===== src/rtl/inst_prefetch_buffer_pkg.sv =====
// Shared fetch-path constants and the {pc, inst} entry carried by the prefetch buffer.
// Pure declarations: no latency, no flow control.
package inst_prefetch_buffer_pkg;
  localparam int PC_W   = 32;
  localparam int INST_W = 32;
  localparam logic [PC_W-1:0] RESET_PC_DEFAULT = 32'hBFC0_0000;

  typedef struct packed {
    logic [PC_W-1:0]   pc;
    logic [INST_W-1:0] inst;
  } ibuf_entry_t;
endpackage


===== src/rtl/inst_prefetch_buffer_fifo.sv =====
// ibuf_fifo: DEPTH-entry storage with head/tail/count; push lands next edge, head is combinational.
// No internal backpressure: the caller guarantees no push when full and no pop when empty; clear wins.
module ibuf_fifo
  import inst_prefetch_buffer_pkg::*;
#(
  parameter int DEPTH = 4
) (
  input  logic                    i_clk,
  input  logic                    i_rst_n,
  input  logic                    i_clear,
  input  logic                    i_push,
  input  ibuf_entry_t             i_push_dat,
  input  logic                    i_pop,
  output ibuf_entry_t             o_head_dat,
  output logic [$clog2(DEPTH):0]  o_count
);
  localparam int AW = $clog2(DEPTH);

  ibuf_entry_t   r_mem [DEPTH];
  logic [AW-1:0] r_head;
  logic [AW-1:0] r_tail;
  logic [AW:0]   r_count;

  always_ff @(posedge i_clk or negedge i_rst_n) begin
    if (!i_rst_n) begin
      r_head  <= '0;
      r_tail  <= '0;
      r_count <= '0;
      for (int i = 0; i < DEPTH; i++) r_mem[i] <= '0;
    end else if (i_clear) begin
      r_head  <= '0;
      r_tail  <= '0;
      r_count <= '0;
    end else begin
      if (i_push) begin
        r_mem[r_tail] <= i_push_dat;
        r_tail        <= r_tail + AW'(1);
      end
      if (i_pop) r_head <= r_head + AW'(1);
      case ({i_push, i_pop})
        2'b10:   r_count <= r_count + (AW+1)'(1);
        2'b01:   r_count <= r_count - (AW+1)'(1);
        default: r_count <= r_count;
      endcase
    end
  end

  assign o_head_dat = r_mem[r_head];
  assign o_count    = r_count;
endmodule


===== src/rtl/inst_prefetch_buffer.sv =====
// Sequential instruction prefetch into a DEPTH-entry buffer; SRAM data is buffered the cycle after issue.
// Issues only when a slot is guaranteed (credit = count + inflight - pop); redirect flushes and restarts.
module inst_prefetch_buffer
  import inst_prefetch_buffer_pkg::*;
#(
  parameter int              DEPTH    = 4,
  parameter logic [PC_W-1:0] RESET_PC = RESET_PC_DEFAULT
) (
  input  logic                    clk,
  input  logic                    rst_n,
  input  logic                    redirect_valid,
  input  logic [PC_W-1:0]         redirect_pc,
  output logic                    inst_sram_en,
  output logic [PC_W-1:0]         inst_sram_addr,
  input  logic [INST_W-1:0]       inst_sram_rdata,
  output logic                    ibuf_valid,
  input  logic                    ibuf_ready,
  output logic [PC_W-1:0]         ibuf_pc,
  output logic [INST_W-1:0]       ibuf_inst,
  output logic [$clog2(DEPTH):0]  ibuf_count
);
  localparam int CW = $clog2(DEPTH) + 1;

  logic [PC_W-1:0] r_fetch_pc;
  logic [PC_W-1:0] r_req_pc;
  logic            r_inflight;
  logic            r_kill;

  logic            w_pop;
  logic            w_push;
  logic [CW:0]     w_occ;
  ibuf_entry_t     w_push_dat;
  ibuf_entry_t     w_head;

  assign w_pop  = ibuf_valid && ibuf_ready && !redirect_valid;
  assign w_push = r_inflight && !r_kill;
  assign w_occ  = {1'b0, ibuf_count} + {{CW{1'b0}}, r_inflight} - {{CW{1'b0}}, w_pop};

  // rst_n gating keeps the SRAM idle while reset is held; the first fetch goes out on the first edge after release.
  assign inst_sram_en   = rst_n && !redirect_valid && (w_occ < (CW+1)'(DEPTH));
  assign inst_sram_addr = r_fetch_pc;
  assign w_push_dat     = {r_req_pc, inst_sram_rdata};

  always_ff @(posedge clk or negedge rst_n) begin
    if (!rst_n) begin
      r_fetch_pc <= RESET_PC;
      r_req_pc   <= '0;
      r_inflight <= 1'b0;
      r_kill     <= 1'b0;
    end else if (redirect_valid) begin
      r_fetch_pc <= redirect_pc;
      r_inflight <= 1'b0;
      r_kill     <= r_inflight;
    end else begin
      r_kill     <= 1'b0;
      r_inflight <= inst_sram_en;
      if (inst_sram_en) begin
        r_fetch_pc <= r_fetch_pc + 32'd4;
        r_req_pc   <= r_fetch_pc;
      end
    end
  end

  ibuf_fifo #(.DEPTH(DEPTH)) u_fifo (
    .i_clk      (clk),
    .i_rst_n    (rst_n),
    .i_clear    (redirect_valid),
    .i_push     (w_push),
    .i_push_dat (w_push_dat),
    .i_pop      (w_pop),
    .o_head_dat (w_head),
    .o_count    (ibuf_count)
  );

  assign ibuf_valid = (ibuf_count != '0);
  assign ibuf_pc    = w_head.pc;
  assign ibuf_inst  = w_head.inst;
endmodule

===== config.mk =====
export PLATFORM = sky130hd
export DESIGN_NAME = inst_prefetch_buffer
export DESIGN_NICKNAME = d
export VERILOG_FILES = /design/src/rtl/inst_prefetch_buffer_pkg.sv /design/src/rtl/inst_prefetch_buffer_fifo.sv /design/src/rtl/inst_prefetch_buffer.sv
export SDC_FILE = /design/constraint.sdc
export NUM_CORES = 1
export LEC_CHECK = 0
export ABC_AREA = 1
export CAP_MARGIN = 20
export CORE_MARGIN = 5
export CORE_UTILIZATION = 62
export DETAILED_ROUTE_END_ITERATION = 10
export DONT_BUFFER_PORTS = 1
export HOLD_SLACK_MARGIN = 0.1
export PLACE_DENSITY = 0.77
export SYNTH_ARGS = -nofsm -noshare
export SYNTH_HDL_FRONTEND = slang
export SYNTH_HIERARCHICAL = 1
export SYNTH_SLANG_ARGS = --single-unit

===== constraint.sdc =====
create_clock -name clk -period 7.9 [get_ports clk]
set_input_delay 1.185 -clock clk [delete_from_list [all_inputs] [get_ports clk]]
set_output_delay 1.185 -clock clk [all_outputs]
set_load 0.01 [all_outputs]

; Word-level counts from Yosys, hierarchy flattened
; Cells that the tools add are included.
[op_classes]
bitwise = 3
eq_ne = 2
muxes = 16
add_sub_neg = 7
reduce_logical = 15
order_cmp = 4
[op_table]
columns = op, count
row1 = $bwmux 256, 1
row2 = $mux 64, 3
row3 = $bmux 64 s2, 1
row4 = $demux 64 s2, 1
row5 = $mux 32, 2
row6 = $add 32x3->32 const B, 1
row7 = $mux 2, 4
row8 = $ge 3x3->1 const B, 2
row9 = $logic_and 1x1->1, 6
row10 = $not 2->3, 2
row11 = $pmux 3 s2, 1
row12 = $reduce_bool 2->1, 3
row13 = $reduce_bool 3->1, 2
row14 = $add 2x1->2 const B, 2
row15 = $add 3x1->4, 1
row16 = $lt 4x3->1 const B, 1
row17 = $reduce_and 2->1, 2
row18 = $sub 4x1->4, 1
row19 = $add 3x1->3 const B, 1
row20 = $lt 3x1->1 const B, 1
row21 = $mux 3, 1
row22 = $sub 3x1->3 const B, 1
row23 = $eq 2x1->1 const B, 1
row24 = $eq 2x2->1 const B, 1
row25 = other kinds (3), 5
[word_totals]
ff_bits = 329
inputBits = 68

; Longest topological paths before layout
; Gate-level depths: netlist (run 1).
[depth]
depth_word = 8
mapped_depth = 17
depth_no_buf = 15

; Hierarchy
; The synthesis (run 1) kept the hierarchy.
[modules_own_cells]
columns = module, n_inst, area_per_inst_um2, cells_each, seq_area_each_um2
row1 = ibuf_fifo, 1, 11259.5, 1306, 6581.3
row2 = inst_prefetch_buffer, 1, 3767.4, 538, 1662.8

; Worst setup path after synthesis (run 1)
; Ideal clock, no wire load.
[synth_timing]
path_type = input port to output port
start = input port redirect_valid
end = output port inst_sram_en
setup_slack_ps = 3676
cell_stages = 15
arrival_ps = 3039
path_cell_list = clkinv_1 > clkbuf_1 > nand2_1 > nor2_1 > ha_1 > inv_1 > ha_1 > nand2_1 > inv_1 > nand2_1 > nand2_1 > nand2_2 > nand3_2 > nor2_4 > buf_6
[synth_between]
elab_chain_cells = 5
[synth_lines]
columns = element, line
row1 = from (decl), inst_prefetch_buffer.sv:11  ; input logic redirect_valid,
row2 = $logic_not 1->1, inst_prefetch_buffer.sv:35  ; assign w_pop = ibuf_valid && ibuf_ready && !redirect_valid;
row3 = $logic_and 1x1->1, inst_prefetch_buffer.sv:35
row4 = net w_pop, inst_prefetch_buffer.sv:29  ; logic w_pop;
row5 = $sub 4x1->4, inst_prefetch_buffer.sv:37  ; assign w_occ = {1'b0, ibuf_count} + {{CW{1'b0}}, r_inflight} - {{CW{1'b0}}, w_pop};
row6 = $lt 4x3->1, inst_prefetch_buffer.sv:40  ; assign inst_sram_en = rst_n && !redirect_valid && (w_occ < (CW+1)'(DEPTH));
row7 = $logic_and 1x1->1, inst_prefetch_buffer.sv:40
row8 = to (decl), inst_prefetch_buffer.sv:13  ; output logic inst_sram_en,
; The timed path passes the listed nets, and every way through them passes these cells.

; Worst setup path after layout (run 1)
; Ends and elaborated chain as after synthesis.

==> flow_summary_export.csv, run 1 <==
group,metric,value,unit
clocking,clock_sinks,329,
timing,worst_slack,2.797,ns
placed_design,dpl.hpwl,21.31,mm
final_layout,synthToLayoutAreaGrowth,7.819,%
timing,fmax,196.0,MHz
yosys,synth-main-ff-cell,"dfrtp_1",
routing,wl,35.87,mm
clocking,clockRootBuffer,"clkbuf_16",
routing,drtIter0Drc,1323,
yosys,yosysSeqAreaShare,54.86,%
die,ios,169,
yosys,yosys_warnings,6,
timing,final_hold_viol_count,0,
yosys,synth_top_area_cell,"dfrtp_1",
setup_path,worstPathRequired,6.71,ns
yosys,yosysTopAreaCellShare,53.29,%
power_and_ir_drop,p_per_area,334.6,nW/um^2
power_and_ir_drop,switching_power,1.859,mW
clocking,tritoncts,"done",
final_layout,fin_area,16200,um^2
min_path,worstHoldPathType,"input pin to asynchronous set/reset pin",
power_and_ir_drop,ir_drop,257.0,uV
clocking,path_clk_slew,0.06,ns
routing,drc,0,
setup_path,endpoint_kind,"primary output",
die,rows,57,
setup_path,ff2ff_path_depth,15,
die,initial_core_util,62.34,%
yosys,postSynthNetCount,1921,
routing,routedWlPerCell,16.91,um
yosys,synth_area_leaders,"dfrtp_1 (53%), o21ai_0 (13%), nand2_1 (12%), nor2_1 (4.6%), inv_1 (2.9%)",
power_and_ir_drop,clkPwrFrac,30.4,%
grt,met2_usage,41.37,%
routing,final_antenna_net_count,0,
power_and_ir_drop,intPower,3.562,mW
grt,grt_pass1_vias,11470,
timing,max_slew.worst_pin.slew,1.048,ns
timing,setup_viol,0,
setup_path,arrival,3.92,ns
yosys,async_flop_share,100.0,%
clocking,clock_path_buffers,3,
yosys,syn_inst,1844,
setup_path,cp_max_fo,43,
status,status,"finished, final reports clean",
clocking,clock_latency,0.52,ns
yosys,synth.distinct_cells,29,
die,die_x,165.7,um
timing,final.min_clock_period,5.103,ns
timing,fin_worst_skew,0.01988,ns
grt,grt_busiest_layer,"met2",
yosys,synthesis.area,15030,um^2
placed_design,port_buffers,0,
setup_path,crit_path_start_kind,"input pin",
yosys,synth-edff-count,0,
grt,grt_antenna_before_repair,0,
timing,rsz0062_at_grt,"false",
timing,period_share,64.59,%
routing,post_drt_via_cell_ratio,5.785,
setup_path,critPathKind,"input pin to primary output",
job,drv_cap,0,
power_and_ir_drop,comb_power_share,23.4,%
grt,grt_max_degree,331,
timing,setup-tns-final,0,ns
timing,drv_slew,0,
final_layout,drive_above_1_share,5.339,%
clocking,htreeDepth,2,
final_layout,nNetsFinal,1852,
routing,firstDrtPassIters,5,
clocking,postCtsHoldBufs,0,
timing,max_slew_margin,30.13,%
final_layout,fillers,2075,
placed_design,post-place-ws,2.834,ns
power_and_ir_drop,seq_power_share,46.2,%
grt,grt_util_met3,5.458,%
routing,vias,12280,
die,core-area,24110,um^2
clocking,tritoncts.num_buffers,36,
power_and_ir_drop,static-leakage-power,7.785,nW
grt,grtUsageMet1,35.63,%
clocking,post-cts-setup-buffers,0,
die,fp.dieH,165.7,um
clocking,cts.repair.resized,0,
grt,overflow,0,
yosys,postSynthAreaPerCell,8.149,um^2
final_layout,antennaDiodeCount,0,
yosys,yosysMostFrequentCell,"nand2_1",
power_and_ir_drop,total_power,5.422,mW
grt,grt_pass1_wl,59.10,mm
die,dieArea,27450,um^2
placed_design,placed_cell_area,15000,um^2
yosys,synth_commonest_cells,"nand2_1 (496), o21ai_0 (388), dfrtp_1 (320), nor2_1 (183), inv_1 (115)",
placed_design,gp_congestion,0.8922,
yosys,ys_ff_latch,329,
grt,track_usage,25.61,%
power_and_ir_drop,p_sw_share,34.29,%
## path summary, 6_finish.rpt
kind | from | endpoint | slack (ns)
worst max-delay path | redirect_valid | inst_sram_en | 2.80
worst min register to register | r_inflight$_DFF_PN0_ | r_kill$_DFF_PN0_ | 0.47
max in group asynchronous | rst_n | u_fifo/r_mem[49]$_DFFE_PN0P_ | 7.17
min in group clk | r_inflight$_DFF_PN0_ | r_kill$_DFF_PN0_ | 0.47
worst max register to register | u_fifo/o_count[2]$_DFFE_PN0P_ | inst_sram_addr[18]$_DFFE_PN0P_ | 4.81
worst min-delay path | rst_n | u_fifo/r_mem[24]$_DFFE_PN0P_ | 0.38
## cell type report
cell class                      count  area [um^2]  share of cell area (%)
Sequential cell                   329         8249                   50.92
Tap cell                          324        405.4                   2.502
Inverter                          119        447.9                   2.765
Clock buffer                       48         1017                   6.278
Multi-Input combinational cell   1279         5833                   36.00
Timing Repair Buffer               10        95.09                  0.5869
Clock inverter                     13        153.9                  0.9499
## kinds of logic (layout without fill, tap and decap cells)
group / after synthesis / in the layout / synth area share, %
AND/OR/NAND/NOR: 771 / 771 / 20.44
adder cells (fa/ha/maj): 9 / 9 / 0.7994
flip-flops: 329 / 329 / 54.86
buffers and inverters: 236 / 190 / 6.520
XOR/XNOR: 8 / 8 / 0.4663
AO/OA/AOI/OAI: 491 / 491 / 16.91
## routing by layer
metal  up-vias  wire [um]
li1       5880          -
met1      5905      15550
met2       436      16740
met3        55       2772
met4         0        813
met5         -          0
## cell usage in the layout, fill, tap and decap left out, types with 2 or more instances in the layout
| cell | netlist | layout |
|---|---|---|
| inv_2 | 3 | 3 |
| buf_4 | 0 | 9 |
| nand2_4 | 0 | 4 |
| nor3_1 | 2 | 2 |
| nor2_4 | 2 | 2 |
| nor2_1 | 183 | 183 |
| inv_6 | 0 | 3 |
| o22ai_1 | 64 | 64 |
| clkinv_2 | 0 | 7 |
| ha_1 | 8 | 8 |
| nor2_2 | 3 | 3 |
| nand3_2 | 4 | 4 |
| clkbuf_1 | 64 | 6 |
| a21oi_1 | 5 | 5 |
| dfstp_2 | 9 | 9 |
| inv_1 | 115 | 114 |
| nand3_1 | 74 | 74 |
| clkbuf_16 | 0 | 37 |
| o21ai_0 | 388 | 388 |
| nand4_1 | 3 | 3 |
| nand3b_1 | 2 | 2 |
| clkbuf_8 | 0 | 5 |
| dfrtp_1 | 320 | 318 |
| xor2_1 | 8 | 8 |
| bufinv_16 | 0 | 3 |
| nand2_1 | 496 | 492 |
| o21ai_1 | 33 | 33 |
## registers in the layout, summed over array words and instances, names as in the netlist
register,cells
r_kill,1
inst_sram_addr,32
u_fifo/r_mem,256
r_inflight,1
r_req_pc,32
u_fifo/r_tail,2
u_fifo/r_head,2
u_fifo/o_count,3
## power by group through the flow
stage | clock (mW) | combinational [mW] | sequential (mW)
after global routing | 1.76 | 1.45 | 2.56
after CTS | 1.68 | 1.27 | 2.50
after floorplan | 0 | 1.03 | 2.41
final | 1.65 | 1.27 | 2.51
after global placement | 0 | 1.22 | 2.51
after detailed placement | 0 | 1.26 | 2.52
## per-stage QoR
step | util (%) | std cells | hold WS (ns)
2_1_floorplan | - | 1844 | 0.4361
3_3_place_gp | 62.24 | 2060 | 0.4518
3_5_place_dp | 62.24 | 2060 | 0.4674
4_1_cts | 67.10 | 2121 | 0.3572
5_1_grt | 67.21 | 2122 | 0.3567
6_report | 67.21 | 2122 | 0.3795
## critical path, stage by stage
cell and delay [ns]:
clkinv_1 0.74, nand2_1 0.25, nor2_1 0.13, ha_1 0.20, inv_1 0.05, ha_1 0.22
nand2_1 0.07, inv_1 0.03, nand2_1 0.09, nand2_1 0.08, nand2_2 0.10, nand3_2 0.10
nor2_4 0.63
Note: power is estimated with default switching activity, not from simulation.
==> run 2, diff against run 1 <==
==> constraint.sdc (replaced) <==
create_clock -name clk -period 5 [get_ports clk]
set_input_delay 0.75 -clock clk [delete_from_list [all_inputs] [get_ports clk]]
set_output_delay 0.75 -clock clk [all_outputs]
set_load 0.01 [all_outputs]
==> run 2 against run 1 <==
  * The flow now finishes with violations (hold timing)
  * Power rose by 58%
  * Sequential cell count did not move
  * Cell count rose by 0.14%
  * Largest power group unchanged
  * Wire length rose by 0.53%
  * Clock power rose by 58%
  * Clock skew fell by 0.0096 ns
  * Combinational power rose by 60%
  * Global-route usage barely moved
  * Non-clock buffer count rose by 2
  * Sequential power rose by 57%
  * Cell area barely moved
==> flow_summary_export.csv, run 2 (synthesis gave the netlist of run 1 again) <==
group,metric,value,unit
die,fp.dieH,165.7,um
timing,setup_viol,0,
grt,track_usage,25.66,%
routing,drc,0,
job,drv_cap,0,
timing,worst_slack,1.360,ns
grt,grt_pass1_wl,59.49,mm
timing,setup-tns-final,0,ns
setup_path,worstPathRequired,4.25,ns
clocking,clock_latency,0.50,ns
routing,final_antenna_net_count,0,
final_layout,synthToLayoutAreaGrowth,7.868,%
timing,final_hold_viol_count,95,
grt,grt_antenna_before_repair,0,
timing,final.min_clock_period,3.640,ns
final_layout,largest_reg_flops,256,
routing,firstDrtPassIters,5,
routing,post_drt_via_cell_ratio,5.800,
clocking,cts.repair.resized,0,
routing,routedWlPerCell,16.97,um
setup_path,r2r-start,"u_fifo/o_count[2]$_DFFE_PN0P_",
timing,max_slew_margin,25.32,%
final_layout,fin_area,16210,um^2
setup_path,path_delay_family,"buffers and inverters",
setup_path,path_cells,"clkinv_1, buf_4, nand2_1, nor2_1, ha_1, inv_1, ha_1, nand3_1, nand2_1, nand2_1, nand2_1, inv_1, nor2_4, buf_4",
timing,fmax,274.7,MHz
setup_path,reg2reg_slack,2.07,ns
setup_path,r2r-end,"r_req_pc[22]$_DFFE_PN0P_",
setup_path,arrival,2.89,ns
status,violations,"hold timing",
setup_path,endpoint_kind,"primary output",
timing,max_slew.worst_pin.slew,1.120,ns
final_layout,antennaDiodeCount,0,
grt,grt_max_degree,331,
timing,whs,-0.04955,ns
clocking,htreeDepth,2,
timing,rsz0062_at_grt,"false",
power_and_ir_drop,static-leakage-power,7.789,nW
final_layout,layout.cells.non_filler,2125,
routing,drtIter0Drc,1231,
timing,period_share,72.80,%
setup_path,slowest_stage,"buf_4",
setup_path,cp_max_fo,43,
clocking,clock_path_buffers,3,
clocking,clockRootBuffer,"clkbuf_16",
setup_path,crit_path_start_kind,"input pin",
placed_design,dpl.hpwl,21.57,mm
clocking,tritoncts.num_buffers,36,
power_and_ir_drop,ir_drop,323.0,uV
die,rows,57,
timing,drv_slew,0,
final_layout,drive_above_1_share,5.164,%
setup_path,critPathBufInv,5,
placed_design,gp_congestion,0.8692,
setup_path,ff2ff_path_depth,13,
final_layout,final_cell_mix,"nand2_1 (492), o21ai_0 (388), dfrtp_1 (318), nor2_1 (183), inv_1 (114)",
final_layout,ff_latch_area,8249,um^2
grt,overflow,0,
routing,vias,12330,
timing,fin_worst_skew,0.01028,ns
setup_path,critPathKind,"input pin to primary output",
placed_design,port_buffers,0,
clocking,post-cts-setup-buffers,0,
die,core-area,24110,um^2
clocking,tritoncts,"done",
final_layout,fillers,2018,
placed_design,dp.cells,2063,
final_layout,multi_input_area,5833,um^2
clocking,path_clk_slew,0.06,ns
placed_design,placed_cell_area,15050,um^2
min_path,worstHoldPathType,"input pin to asynchronous set/reset pin",
die,dieArea,27450,um^2
setup_path,path_common_cell,"nand2_1",
setup_path,slowest_delay,0.34,ns
routing,wl,36.06,mm
grt,grt_pass1_vias,11630,
final_layout,largest-register,"u_fifo/r_mem",
die,initial_core_util,62.34,%
power_and_ir_drop,p_per_area,528.6,nW/um^2
die,die_x,165.7,um
final_layout,final_common_cell,"nand2_1",
placed_design,post-place-ws,1.376,ns
die,ios,169,
final_layout,nNetsFinal,1854,
status,status,"complete, but fails checks",
clocking,clock_sinks,329,
run 2: cell types whose count changed in the layout (fill, tap and decap cells not counted), sizes merged:
cell / delta
clkinv: -2
clkinvlp: -1
buf: +2
inv: -2
clkbuf: +6
run 2: metal layers:
layer  track usage, %  vias up  wire length (um)
li1                 -     5887                 -
met1            36.60     5952             15930
met2            40.64      432             16580
met3            5.124       55              2725
met4            7.317        0               826
met5                0        -                 0
run 2: final cells by class:
type | count | share of cell area (%)
Clock buffer | 54 | 6.415
Clock inverter | 8 | 0.7333
Inverter | 119 | 2.763
Multi-Input combinational cell | 1279 | 35.99
Sequential cell | 329 | 50.89
Tap cell | 324 | 2.501
Timing Repair Buffer | 12 | 0.7101
run 2: stage by stage:
step | utilization (%) | total power [mW]
global route | 67.24 | 9.118
floorplan | - | 5.431
CTS | 67.24 | 8.630
finish | 67.24 | 8.568
detailed placement | 62.44 | 5.998
global placement | 62.44 | 5.905
run 2: how the worst max path moves through the flow:
| stage | cells past startpoint | from | to | slack, ns |
|---|---|---|---|---|
| after CTS | 14 | redirect_valid | inst_sram_en | 1.37 |
| after global routing | 15 | redirect_valid | inst_sram_en | 1.16 |
| after floorplan | 15 | redirect_valid | inst_sram_en | 1.65 |
| final | 14 | redirect_valid | inst_sram_en | 1.36 |
| after detailed placement | 14 | redirect_valid | inst_sram_en | 1.38 |
| after global placement | 15 | redirect_valid | inst_sram_en | 1.48 |
run 2: power breakdown:
group	switching, mW	internal [mW]	leakage, nW
combinational	1.38	0.656	2.88
clock	1.01	1.59	0.569
sequential	0.537	3.40	4.34
